[src/rtl/up_arbiter.sv]
// Two-channel (write/read) round-robin arbiter sharing one UP_WR/UP_RD slave port.
// Optional slave-ack watchdog enabled by defining UP_ARB_TIMEOUT_EN.
module up_arbiter #(
    parameter int C_NUM_MASTERS = 2,
    parameter int C_ADDR_WIDTH  = 10,
    parameter int C_DATA_WIDTH  = 32,
    parameter int C_TIMEOUT     = 255
) (
    input  logic                                  clk,
    input  logic                                  rst,
    input  logic [C_NUM_MASTERS*C_ADDR_WIDTH-1:0] s_wr_addr,
    input  logic [C_NUM_MASTERS*C_DATA_WIDTH/8-1:0] s_wr_be,
    input  logic [C_NUM_MASTERS*C_DATA_WIDTH-1:0] s_wr_din,
    input  logic [C_NUM_MASTERS-1:0]              s_wr_req,
    output logic [C_NUM_MASTERS-1:0]              s_wr_ack,
    input  logic [C_NUM_MASTERS*C_ADDR_WIDTH-1:0] s_rd_addr,
    input  logic [C_NUM_MASTERS-1:0]              s_rd_req,
    output logic [C_DATA_WIDTH-1:0]               s_rd_dout,
    output logic [C_NUM_MASTERS-1:0]              s_rd_ack,
    output logic [C_ADDR_WIDTH-1:0]               m_wr_addr,
    output logic [C_DATA_WIDTH/8-1:0]             m_wr_be,
    output logic [C_DATA_WIDTH-1:0]               m_wr_din,
    output logic                                  m_wr_req,
    input  logic                                  m_wr_ack,
    output logic [C_ADDR_WIDTH-1:0]               m_rd_addr,
    output logic                                  m_rd_req,
    input  logic [C_DATA_WIDTH-1:0]               m_rd_dout,
    input  logic                                  m_rd_ack,
    output logic [1:0]                            timeout
);

    localparam int N  = C_NUM_MASTERS;
    localparam int AW = C_ADDR_WIDTH;
    localparam int DW = C_DATA_WIDTH;
    localparam int BW = C_DATA_WIDTH / 8;
    localparam int GW = (N > 1) ? $clog2(N) : 1;

    typedef enum logic {
        IDLE = 1'b0,
        BUSY = 1'b1
    } state_t;

    // Highest priority goes to last+1; scanning from the far end lets the nearest active win.
    function automatic logic [GW-1:0] rr_pick(input logic [N-1:0] active, input logic [GW-1:0] last);
        int idx;
        rr_pick = last;
        for (int k = N; k >= 1; k--) begin
            idx = int'(last) + k;
            if (idx >= N) idx -= N;
            if (active[idx]) rr_pick = GW'(idx);
        end
    endfunction

    // C_TIMEOUT is consumed only by the watchdog build; this keeps it referenced in both.
    if (C_TIMEOUT < 1) begin : g_timeout_must_be_positive
    end

    state_t          wr_state, rd_state;
    logic [N-1:0]    wr_pending, rd_pending;
    logic [N-1:0]    wr_active, rd_active;
    logic [GW-1:0]   wr_last, rd_last;
    logic [GW-1:0]   wr_gnt, rd_gnt;
    logic [GW-1:0]   wr_win, rd_win;
    logic            wr_expire, rd_expire;
    logic            wr_done, rd_done;

    assign wr_active = wr_pending | s_wr_req;
    assign rd_active = rd_pending | s_rd_req;
    assign wr_win    = rr_pick(wr_active, wr_last);
    assign rd_win    = rr_pick(rd_active, rd_last);

`ifdef UP_ARB_TIMEOUT_EN
    localparam int CW = $clog2(C_TIMEOUT + 1);

    logic [CW-1:0] wr_cnt, rd_cnt;

    // A real slave ack wins over expiry landing in the same cycle.
    assign wr_expire = (wr_state == BUSY) && !m_wr_ack && (wr_cnt == CW'(C_TIMEOUT - 1));
    assign rd_expire = (rd_state == BUSY) && !m_rd_ack && (rd_cnt == CW'(C_TIMEOUT - 1));

    always_ff @(posedge clk) begin
        if (rst) begin
            wr_cnt  <= '0;
            rd_cnt  <= '0;
            timeout <= 2'b00;
        end else begin
            wr_cnt  <= (wr_state == BUSY) ? wr_cnt + 1'b1 : '0;
            rd_cnt  <= (rd_state == BUSY) ? rd_cnt + 1'b1 : '0;
            timeout <= {rd_expire, wr_expire};
        end
    end
`else
    assign wr_expire = 1'b0;
    assign rd_expire = 1'b0;
    assign timeout   = 2'b00;
`endif

    assign wr_done = (wr_state == BUSY) && (m_wr_ack || wr_expire);
    assign rd_done = (rd_state == BUSY) && (m_rd_ack || rd_expire);

    // Write channel
    always_ff @(posedge clk) begin
        if (rst) begin
            wr_state   <= IDLE;
            wr_pending <= '0;
            wr_last    <= GW'(N - 1);
            wr_gnt     <= '0;
            m_wr_req   <= 1'b0;
            m_wr_addr  <= '0;
            m_wr_be    <= '0;
            m_wr_din   <= '0;
            s_wr_ack   <= '0;
        end else begin
            // NOTE: state uses non-blocking assignments; later writes to the same bit
            // in this block override earlier ones, which the pending clear relies on.
            m_wr_req   <= 1'b0;
            s_wr_ack   <= '0;
            wr_pending <= wr_active;
            case (wr_state)
                IDLE: begin
                    if (|wr_active) begin
                        wr_state  <= BUSY;
                        wr_gnt    <= wr_win;
                        wr_last   <= wr_win;
                        m_wr_req  <= 1'b1;
                        m_wr_addr <= s_wr_addr[int'(wr_win)*AW +: AW];
                        m_wr_be   <= s_wr_be[int'(wr_win)*BW +: BW];
                        m_wr_din  <= s_wr_din[int'(wr_win)*DW +: DW];
                    end
                end
                BUSY: begin
                    if (wr_done) begin
                        wr_state           <= IDLE;
                        s_wr_ack[wr_gnt]   <= 1'b1;
                        wr_pending[wr_gnt] <= 1'b0;
                    end
                end
                default: wr_state <= IDLE;
            endcase
        end
    end

    // Read channel; identical except for the returned data.
    always_ff @(posedge clk) begin
        if (rst) begin
            rd_state   <= IDLE;
            rd_pending <= '0;
            rd_last    <= GW'(N - 1);
            rd_gnt     <= '0;
            m_rd_req   <= 1'b0;
            m_rd_addr  <= '0;
            s_rd_ack   <= '0;
            s_rd_dout  <= '0;
        end else begin
            m_rd_req   <= 1'b0;
            s_rd_ack   <= '0;
            rd_pending <= rd_active;
            case (rd_state)
                IDLE: begin
                    if (|rd_active) begin
                        rd_state  <= BUSY;
                        rd_gnt    <= rd_win;
                        rd_last   <= rd_win;
                        m_rd_req  <= 1'b1;
                        m_rd_addr <= s_rd_addr[int'(rd_win)*AW +: AW];
                    end
                end
                BUSY: begin
                    if (rd_done) begin
                        rd_state           <= IDLE;
                        s_rd_ack[rd_gnt]   <= 1'b1;
                        rd_pending[rd_gnt] <= 1'b0;
                        s_rd_dout          <= rd_expire ? '0 : m_rd_dout;
                    end
                end
                default: rd_state <= IDLE;
            endcase
        end
    end

endmodule

[config.mk]
export PLATFORM = sky130hd
export DESIGN_NAME = up_arbiter
export DESIGN_NICKNAME = d
export VERILOG_FILES = /design/src/rtl/up_arbiter.sv
export SDC_FILE = /design/constraint.sdc
export NUM_CORES = 1
export LEC_CHECK = 0
export CAP_MARGIN = 30
export CORE_ASPECT_RATIO = 0.6
export CORE_MARGIN = 5
export CORE_UTILIZATION = 39
export DETAILED_ROUTE_END_ITERATION = 7
export PLACE_DENSITY = 0.91
export SETUP_SLACK_MARGIN = 0.1
export SLEW_MARGIN = 20
export SYNTH_ARGS = -nofsm -noshare
export SYNTH_HDL_FRONTEND = slang
export SYNTH_SLANG_ARGS = --single-unit
[constraint.sdc]
create_clock -name clk -period 1.95 [get_ports clk]
set_input_delay 0.4875 -clock clk [delete_from_list [all_inputs] [get_ports clk]]
set_output_delay 0.4875 -clock clk [all_outputs]
set_load 0.01 [all_outputs]
**After elaboration in Yosys (flattened, before gate mapping)**

Cells that the tools add are included.

- Output and inout port bits: 96
- Bits of input ports: 152
- Bits in read-only memories: 0
- Word-level logic and storage cells: 100
- Bits in latches: 0
- Memory bits (writable): 0
- Memories kept: 0
- Register bits after elaboration: 104

- Reductions and logical operators: 13
- Bitwise logic cells: 10
- Equal/unequal tests: 0
- Magnitude comparators: 12
- Multiply operators: 2
- Div/mod/pow operators: 0
- Mux-type cells: 34
- Add/subtract/negate cells: 8
- Shift-type cells: 4

Operator list:

| operator | number |
|---|---|
| $lt 32x3->1 const B | 4 |
| $mux 32 | 4 |
| $shiftx 64x7->32 | 1 |
| $shiftx 20x6->10 | 2 |
| $mux 1 | 22 |
| $mul 1x3->4 const B | 2 |
| $mux 2 | 4 |
| $reduce_or 2->1 | 4 |
| $shiftx 8x4->4 | 1 |
| $sub 3x2->4 const B | 2 |
| $add 1x2->3 const B | 2 |
| $ge 3x2->1 const B | 2 |
| $reduce_and 2->1 | 3 |
| $reduce_or 3->1 | 2 |
| $sub 2x2->3 const B | 2 |
| $add 1x1->2 const B | 2 |
| $and 2x2->2 | 2 |
| $ge 2x2->1 const B | 2 |
| $logic_and 1x1->1 | 4 |
| $lt 1x2->1 const B | 2 |
| $not 1->1 | 4 |
| $not 2->2 | 2 |
| $or 2x2->2 | 2 |
| $pmux 1 s2 | 2 |
| 2 further kinds | 4 |

**Depth between registers and ports, before layout**

Gate-level depths: netlist (run 1).

- Word-level depth: 10
- Depth in mapped cells: 6
- Mapped depth without buffers: 3

**Worst setup path before layout (run 1)**

Ideal clock, no wire load.

- Path kind: input to register
- Start point: input port s_wr_req[0]
- End point: register m_wr_addr[0]
- Data required time: 1.861 ns
- Setup time: 0.089 ns
- Path buffers: 3
- Stages: 6
- Setup slack: 0.123 ns
- Data arrival time: 1.739 ns
- Cell sequence: or4_1 buf_2 and2_1 buf_6 buf_6 a311oi_2

- Cells in the longest elaborated chain, start to end: 8
- Elaborated cells between the ends (all ways): 13
- Classes of those cells: mul (1); shift (1); mux (8); bitwise (1); reduce/logical (2)

RTL lines:

| element | RTL line | RTL |
|---|---|---|
| start: declaration | 14 | `input logic [C_NUM_MASTERS-1:0] s_wr_req,` |
| $or 2x2->2 * | 67 | `assign wr_active = wr_pending \| s_wr_req;` |
| $mux 1 (implied by the code) (3 in a row) | 50 | `if (active[idx]) rr_pick = GW'(idx);` |
| $mux 1 (2 in a row) | 50 |  |
| $mul 1x3->4 | 126 | `m_wr_addr <= s_wr_addr[int'(wr_win)*AW +: AW];` |
| $shiftx 20x6->10 | 126 |  |
| end signal: assignment | 126 |  |
| end: declaration | 20 | `output logic [C_ADDR_WIDTH-1:0] m_wr_addr,` |

Every way passes the cells marked *; elsewhere a longest branch is shown, timed or not. The select of a mux whose other input is x is not followed.
A chain may end at the register's enable or synchronous reset.

**Final worst setup path (run 1)**

- Start point: input port s_rd_req[1]
- End point: register m_rd_addr[7]

- Cells in the longest elaborated chain, start to end: 8
- Elaborated cells between the ends (all ways): 13
- Classes of those cells: mul (1); shift (1); mux (8); bitwise (1); reduce/logical (2)

RTL lines:

| element | RTL line | RTL |
|---|---|---|
| start: declaration | 17 | `input logic [C_NUM_MASTERS-1:0] s_rd_req,` |
| $or 2x2->2 * | 68 | `assign rd_active = rd_pending \| s_rd_req;` |
| $mux 1 (implied by the code) (3 in a row) | 50 |  |
| $mux 1 (2 in a row) | 50 |  |
| $mul 1x3->4 | 165 | `m_rd_addr <= s_rd_addr[int'(rd_win)*AW +: AW];` |
| $shiftx 20x6->10 | 165 |  |
| end signal: assignment | 165 |  |
| end: declaration | 25 | `output logic [C_ADDR_WIDTH-1:0] m_rd_addr,` |

Marks and branches as above.

==> key figures, run 1 <==
Layout
  • Nets: between 900 and 1000
  • Layout area overhead: 66.4%
  • Leading cell type in the layout, fill and taps excluded: clkdlybuf4s50_1
  • Layout cells sized above 1: approximately an eighth
  • Fill count: between 800 and 900
  • Commonest cells after routing, fill and taps aside: 243 x clkdlybuf4s50_1, 104 x dfxtp_1, 89 x a21oi_1
  • Fin util: 67.1%

Timing
  • Worst slew margin: between 50% and 60%
  • Clock Skew: between 0.007 and 0.008 ns
  • Final number of setup-violating endpoints: 0
  • Final Critical Period: 1.81 ns
  • Fin Hold WS: roughly 0.46 ns
  • Fin worst setup slack: approximately 0.14 ns
  • Fin Setup TNS: 0 ns
  • FMAX: 551 MHz
  • Final Max Slew Viols: 0
  • Worst-Margin Slew: 0.695 ns
  • Final Hold Vio Count: 0
  • Tcrit/Tclk final: between 90% and 100%
  • RSZ-0062 raised after global routing: false

Setup path
  • CP max stage cell: or4_4
  • CP startpoint kind: primary input
  • Crit-path max FO: 10
  • Setup crit end kind: flip-flop
  • Crit Path Class: primary input to flip-flop
  • CP max stage delay: between 0.5 and 0.6 ns
  • CP required: approximately 2.1 ns
  • Worst EP arrival: approximately 2.0 ns
  • Crit path cell chain: clkdlybuf4s50_1, or4_4, buf_4, a21oi_1, a311oi_1

Synth
  • Post-synthesis sequential element count: between 100 and 150
  • Sequential cell area fraction in the yosys report: 45.1%
  • Compound-Gate Fraction of Synth Area: roughly 34%
  • Mux contribution to synthesized area: 0%
  • Ranking of synthesized cells by area: dfxtp_1 45%, a311oi_2 13%, a21oi_1 9.8%, o21ai_0 6.3%, nand3_1 6.1%
  • Synth Flop Type: dfxtp_1
  • Synth Area in XOR/XNOR: 0%
  • Post-Syn Instances: 529
  • Netlist cell types: 34
  • Synth Area in Simple Gates: between 10% and 20%
  • Post-synth top area share: between 40 and 50%
  • Largest family of logic cells by synthesized area: compound AO/OA/AOI/OAI gates
  • Post-Synth Adder-Cell Area: 0%
  • Largest area contributor in the netlist: dfxtp_1
  • Average cell area after synthesis: between 8 and 9 um2
  • Async SR Flop Fraction: 0%
  • Post-synth design cell area: ~4600 um2
  • Ys Warns: 0
  • Post-synth EDFFs: 0

Die
  • Die area: 14200 um2
  • Core Rows: 30
  • Core Area: between 10000 and 15000 um2
  • Die height: roughly 94 um
  • IO Count: around 250
  • Initial Utilization: between 40% and 50%
  • Die W: roughly 150 um

Global route
  • Antenna violations before repair: 1
  • Grt ovf: 0
  • First-pass GRT wire length: around 26000 um
  • Largest net degree at the start of global routing: between 50 and 60
  • Gr usage total: 23.2%
  • Vias in the first global route: 5163

Drt
  • First DRT Iteration DRCs: just under 300
  • Remaining DRCs: 0
  • Vias: around 5200
  • Pre-antenna DRT Iters: 5
  • Wire length per cell: around 19 um
  • Post-route ant nets: 0
  • Final WL: roughly 17000 um
  • Average via count per standard cell: 5.63

Pwr
  • Net Sw Frac: around 29%
  • Int Pwr: roughly 0.0043 W
  • Comb power frac: about 28%
  • P_sw: approximately 0.0017 W
  • Leakage power: 2.71 nW
  • Clock share of power: between 30% and 40%
  • PwrDens: between 700 and 800 nW/um2
  • Reg power frac: a little over 40%
  • Peak supply drop: 0.000484 V

Clock tree
  • CTS max path bufs: 2
  • Setup Buffers After CTS: 0
  • H-tree depth: 3
  • Cts bufs inserted: 9
  • Root buf cell: clkbuf_16
  • CTS tree: yes
  • CTS sink count: about 100
  • Clk_lat worst skew: ~0.34 ns
  • Clock-pin slew on the worst setup and hold paths: approximately 0.08 ns

Placement
  • Detailed Place HPWL: 12600 um
  • Port-buffer cells: 245
  • Pre-CTS WS: -0.491 ns
  • Routability Congestion: between 0.8 and 0.9

Status
  • Outcome: complete, no violations

Job
  • Max_cap viols: 0

Worst hold path
  • Worst min path class: flip-flop to flip-flop
## stage by stage
| step | instance area [um2] | power, W | instances |
|---|---|---|---|
| finish | 7680 | 0.00601 | 920 |
| CTS | 7660 | 0.00605 | 919 |
| floorplan | 4620 | 0.00326 | 530 |
| global placement | 7340 | 0.00412 | 903 |
| detailed placement | 7340 | 0.00419 | 903 |
| global route | 7680 | 0.00631 | 920 |
## layout make-up
class	count	area, um2	share of cell area [%]
diodes	1	2.50	0.0326
clock inverters	7	77.6	1.01
well taps	160	200	2.61
clock buffers	9	225	2.93
multi-input cells	363	2300	30.0
repair buffers	273	2780	36.2
flip-flops and latches	104	2080	27.1
inverters	3	11.3	0.147
## worst max-delay path, delay by kind of cell
kind / cells / cell delay (ns)
simple gates: 1 / 0.57
compound gates: 2 / 0.25
buf+inv: 2 / 0.66
## timing repair
item | 4_1_cts | 5_1_grt
hold buffers | 0 | 0
pin swaps | 1 | 2
setup endpoints to repair | 50 | 12
gates resized for setup | 5 | 5
## synth_stat cells, types with 4 or more instances
cell and count:
buf_6 5, clkbuf_1 45, nand2_1 67, nand3_1 56
dfxtp_1 104, o21ai_0 58, a21oi_1 90, a311oi_1 17
nor3_1 4, a311oi_2 40, buf_1 7, nor2_1 5
## sequential cells by signal, indices dropped and copies added, names as in the netlist
| name | flops |
|---|---|
| m_rd_addr | 10 |
| m_rd_req | 1 |
| m_wr_addr | 10 |
| m_wr_be | 4 |
| m_wr_din | 32 |
| m_wr_req | 1 |
| rd_gnt | 1 |
| rd_last | 1 |
| rd_pending | 2 |
| rd_state | 1 |
| s_rd_ack | 2 |
| s_rd_dout | 32 |
| s_wr_ack | 2 |
| wr_gnt | 1 |
| wr_last | 1 |
| wr_pending | 2 |
| wr_state | 1 |
## power groups by stage
stage                     combinational (W)  sequential [W]  clock (W)
final                               0.00172         0.00245    0.00184
after floorplan                    0.000705         0.00256          0
after global placement              0.00163         0.00248          0
after detailed placement            0.00169         0.00249          0
after global routing                0.00183         0.00247    0.00200
after CTS                           0.00171         0.00245    0.00189
## per-layer routing
layer	track usage (%)	up-vias	part of all wire (%)
met4	5.86	0	2.0
met3	8.97	32	11
li1	-	2402	-
met2	38.5	282	47
met1	28.2	2460	40
met5	0	-	0
## kinds of logic after synthesis
kind of cell | after synthesis
AOI/OAI and AO/OA | 216
buffers and inverters | 63
DFF | 104
other | 1
and+or+nand+nor | 145
## worst paths after layout
path,from,end,slack [ns],cells past startpoint
worst max-delay path,s_rd_req[1],m_rd_addr[7],0.14,5
worst min-delay path,s_rd_dout[30],s_rd_dout[30],0.46,2
worst max register to register,wr_pending[0],m_wr_addr[3],0.33,4
worst min register to register,s_rd_dout[30],s_rd_dout[30],0.46,2
No activity file was read; power rests on OpenSTA's default activity.
==> run 2, diff against run 1 <==
--- a/config.mk
+++ b/config.mk
@@ -9,6 +9,7 @@
 export CORE_ASPECT_RATIO = 0.6
 export CORE_MARGIN = 5
 export CORE_UTILIZATION = 39
+export CTS_BUF_LIST = sky130_fd_sc_hd__clkbuf_4 sky130_fd_sc_hd__clkbuf_8 sky130_fd_sc_hd__clkbuf_16
 export DETAILED_ROUTE_END_ITERATION = 7
 export PLACE_DENSITY = 0.91
 export SETUP_SLACK_MARGIN = 0.1
==> results of run 2 <==
Same layout as run 1: the final DEF is identical, and so are final timing and power.
==> run 3, diff against run 2 <==
--- a/config.mk
+++ b/config.mk
@@ -6,9 +6,11 @@
 export NUM_CORES = 1
 export LEC_CHECK = 0
 export CAP_MARGIN = 30
+export CELL_PAD_IN_SITES_DETAIL_PLACEMENT = 1
+export CELL_PAD_IN_SITES_GLOBAL_PLACEMENT = 2
 export CORE_ASPECT_RATIO = 0.6
 export CORE_MARGIN = 5
-export CORE_UTILIZATION = 39
+export CORE_UTILIZATION = 21
 export CTS_BUF_LIST = sky130_fd_sc_hd__clkbuf_4 sky130_fd_sc_hd__clkbuf_8 sky130_fd_sc_hd__clkbuf_16
 export DETAILED_ROUTE_END_ITERATION = 7
 export PLACE_DENSITY = 0.91
==> run 3 against run 2 <==
- first-iteration DRC count down 46%
- critical endpoint is now m_wr_addr[3]
- via count shrank 0.79%
- sequential share of layout area down 1.1 points
- largest cell class unchanged
- clock power grew 11%
==> key figures, run 3 (synthesis gave the netlist of run 1 again) <==
Die
  • Initial Utilization: 21.1% (was 40.3%)
  • Core Area: 21900 um2 (was 11400 um2)
  • IO Count: 248 (unchanged)
  • Die height: 125 um (was 94.3 um)
  • Core Rows: 42 (was 30)
  • Die W: 201 um (was 150 um)
  • Die area: 25100 um2 (was 14200 um2)

Setup path
  • Reg2reg end: m_wr_addr[3] (unchanged)
  • Worst Reg-to-Reg Cells: 4 (unchanged)
  • CP required: 2.22 ns (was 2.11 ns)
  • CP max stage delay: 0.51 ns (was 0.57 ns)
  • Setup crit end kind: flip-flop (unchanged)
  • CP max stage cell: or4_4 (unchanged)
  • Worst EP arrival: 2.08 ns (was 1.98 ns)
  • CP startpoint kind: primary input (unchanged)
  • Crit Path Class: primary input to flip-flop (unchanged)
  • Worst R2R Setup Slack: 0.29 ns (was 0.33 ns)
  • Crit path cell chain: clkdlybuf4s50_1, or4_4, and2_2, buf_12, a311oi_2 (was clkdlybuf4s50_1, or4_4, buf_4, a21oi_1, a311oi_1)
  • Crit-path max FO: 23 (was 10)
  • Worst r2r src: wr_pending[0] (unchanged)

Drt
  • Remaining DRCs: 0 (unchanged)
  • Final WL: 20600 um (was 17100 um)
  • Pre-antenna DRT Iters: 4 (was 5)
  • Wire length per cell: 19.4 um (was 18.6 um)
  • Vias: 5135 (was 5176)
  • Post-route ant nets: 0 (unchanged)
  • Average via count per standard cell: 4.84 (was 5.63)
  • First DRT Iteration DRCs: 162 (was 298)

Timing
  • RSZ-0062 raised after global routing: false (unchanged)
  • Fin worst setup slack: 0.137 ns (was 0.135 ns)
  • Fin Hold WS: 0.454 ns (was 0.457 ns)
  • FMAX: 551 MHz (about the same)
  • Final Hold Vio Count: 0 (unchanged)
  • Final number of setup-violating endpoints: 0 (unchanged)
  • Clock Skew: 0.00636 ns (was 0.00762 ns)
  • Final Max Slew Viols: 0 (unchanged)
  • Tcrit/Tclk final: 93.0% (was 93.1%)
  • Final Critical Period: 1.81 ns (about the same)

Global route
  • Gr usage total: 15.9% (was 23.2%)
  • Grt ovf: 0 (unchanged)
  • First-pass GRT wire length: 31500 um (was 26400 um)
  • Vias in the first global route: 5331 (was 5163)
  • Largest net degree at the start of global routing: 43 (was 51)
  • Antenna violations before repair: 2 (was 1)

Worst hold path
  • Worst min path class: flip-flop to flip-flop (unchanged)
  • Hold Crit Depth: 2 (unchanged)
  • Worst Hold End: s_rd_dout[17] (was s_rd_dout[30])
  • Hold path start: s_rd_dout[17] (was s_rd_dout[30])

Clock tree
  • Clock-pin slew on the worst setup and hold paths: 0.07 ns (was 0.08 ns)
  • CTS max path bufs: 2 (unchanged)
  • Clk_lat worst skew: 0.35 ns (was 0.34 ns)
  • Root buf cell: clkbuf_16 (unchanged)
  • Cts bufs inserted: 9 (unchanged)
  • H-tree depth: 3 (unchanged)
  • CTS sink count: 104 (unchanged)
  • CTS tree: yes (unchanged)

Pwr
  • Leakage power: 2.83 nW (was 2.71 nW)
  • PwrDens: 788 nW/um2 (was 782 nW/um2)
  • Peak supply drop: 0.000450 V (was 0.000484 V)

Layout
  • Layout area overhead: 73.1% (was 66.4%)
  • Layout cells sized above 1: 14.2% (was 12.6%)
  • Commonest cells after routing, fill and taps aside: 241 x clkdlybuf4s50_1, 104 x dfxtp_1, 90 x a21oi_1 (was 243 x clkdlybuf4s50_1, 104 x dfxtp_1, 89 x a21oi_1)
  • Post-route cell area: 7990 um2 (was 7680 um2)
  • Nets: 922 (was 906)
  • N_diodes: 0 (was 1)
  • Top flop regs: m_wr_din x32, s_rd_dout x32 (unchanged)
  • Leading cell type in the layout, fill and taps excluded: clkdlybuf4s50_1 (unchanged)
  • Fin util: 36.6% (was 67.1%)

Status
  • Outcome: complete, no violations (unchanged)

Placement
  • Pre-CTS WS: -0.543 ns (was -0.491 ns)
  • Detailed Place HPWL: 15400 um (was 12600 um)
  • Placed inst area: 7640 um2 (was 7340 um2)
  • Port-buffer cells: 245 (unchanged)
  • Routability Congestion: 0.766 (was 0.886)

Job
  • Max_cap viols: 0 (unchanged)
==> run 3: cell types whose count changed in the layout (fill, tap and decap cells not counted), sizes merged <==
cell           before  now
clkdlybuf4s50     243  241
diode               1    0
dlygate4sd2         0    1
clkinv              3    2
dlymetal6s2s        1    2
clkinvlp            1    0
bufinv              1    2
inv                 5    2
buf                29   45
clkbuf              9   12
==> run 3: worst max path at each step <==
stage	from	to	slack, ns	cells after the start
finish	s_wr_req[1]	m_wr_addr[3]	0.14	5
CTS	m_wr_din[8]	m_wr_din[8]	0.11	1
global placement	s_wr_req[0]	wr_gnt	-0.53	5
floorplan	s_wr_req[0]	m_wr_addr[0]	0.12	6
detailed placement	s_wr_req[0]	m_wr_din[1]	-0.54	5
global route	m_wr_din[16]	m_wr_din[16]	0.11	1
==> run 3: area by class of cell <==
class | count | area [um2]
fillers | 2532 | 13900
repair buffers | 289 | 2930
multi-input cells | 363 | 2290
flip-flops and latches | 104 | 2080
well taps | 286 | 358
clock buffers | 12 | 260
clock inverters | 3 | 65.1
inverters | 3 | 11.3
==> run 3: metrics by stage <==
step	power, W	instances	setup TNS (ns)
2_1_floorplan	0.00326	530	0
3_3_place_gp	0.00426	1045	-26.47
3_5_place_dp	0.00431	1045	-27.97
4_1_cts	0.00640	1060	0
5_1_grt	0.00663	1060	0
6_report	0.00630	1060	0
==> run 3: timing repair <==
item,4_1_cts,5_1_grt
setup buffers,0,0
setup endpoints to repair,50,14
hold buffers,0,0
gates resized for setup,4,5
==> run 3: critical path: cells and delay by family <==
family	cells	cell delay, ns
AND/OR/NAND/NOR	2	0.77
buffers and inverters	2	0.60
AO/OA/AOI/OAI	1	0.21
==> run 3: metal layers <==
layer,global-route usage [%],part of all wire [%],vias up
met1,21.3,47,2503
met5,0,0.13,-
met2,23.9,44,174
li1,-,-,2436
met3,6.64,8.0,18
met4,3.25,0.87,4
==> run 3: report_power, final <==
| part | internal, W | switching (W) | leakage (nW) |
|---|---|---|---|
| clock | 0.00120 | 0.000848 | 0.162 |
| combinational | 0.000970 | 0.000827 | 1.80 |
| sequential | 0.00232 | 0.000128 | 0.859 |
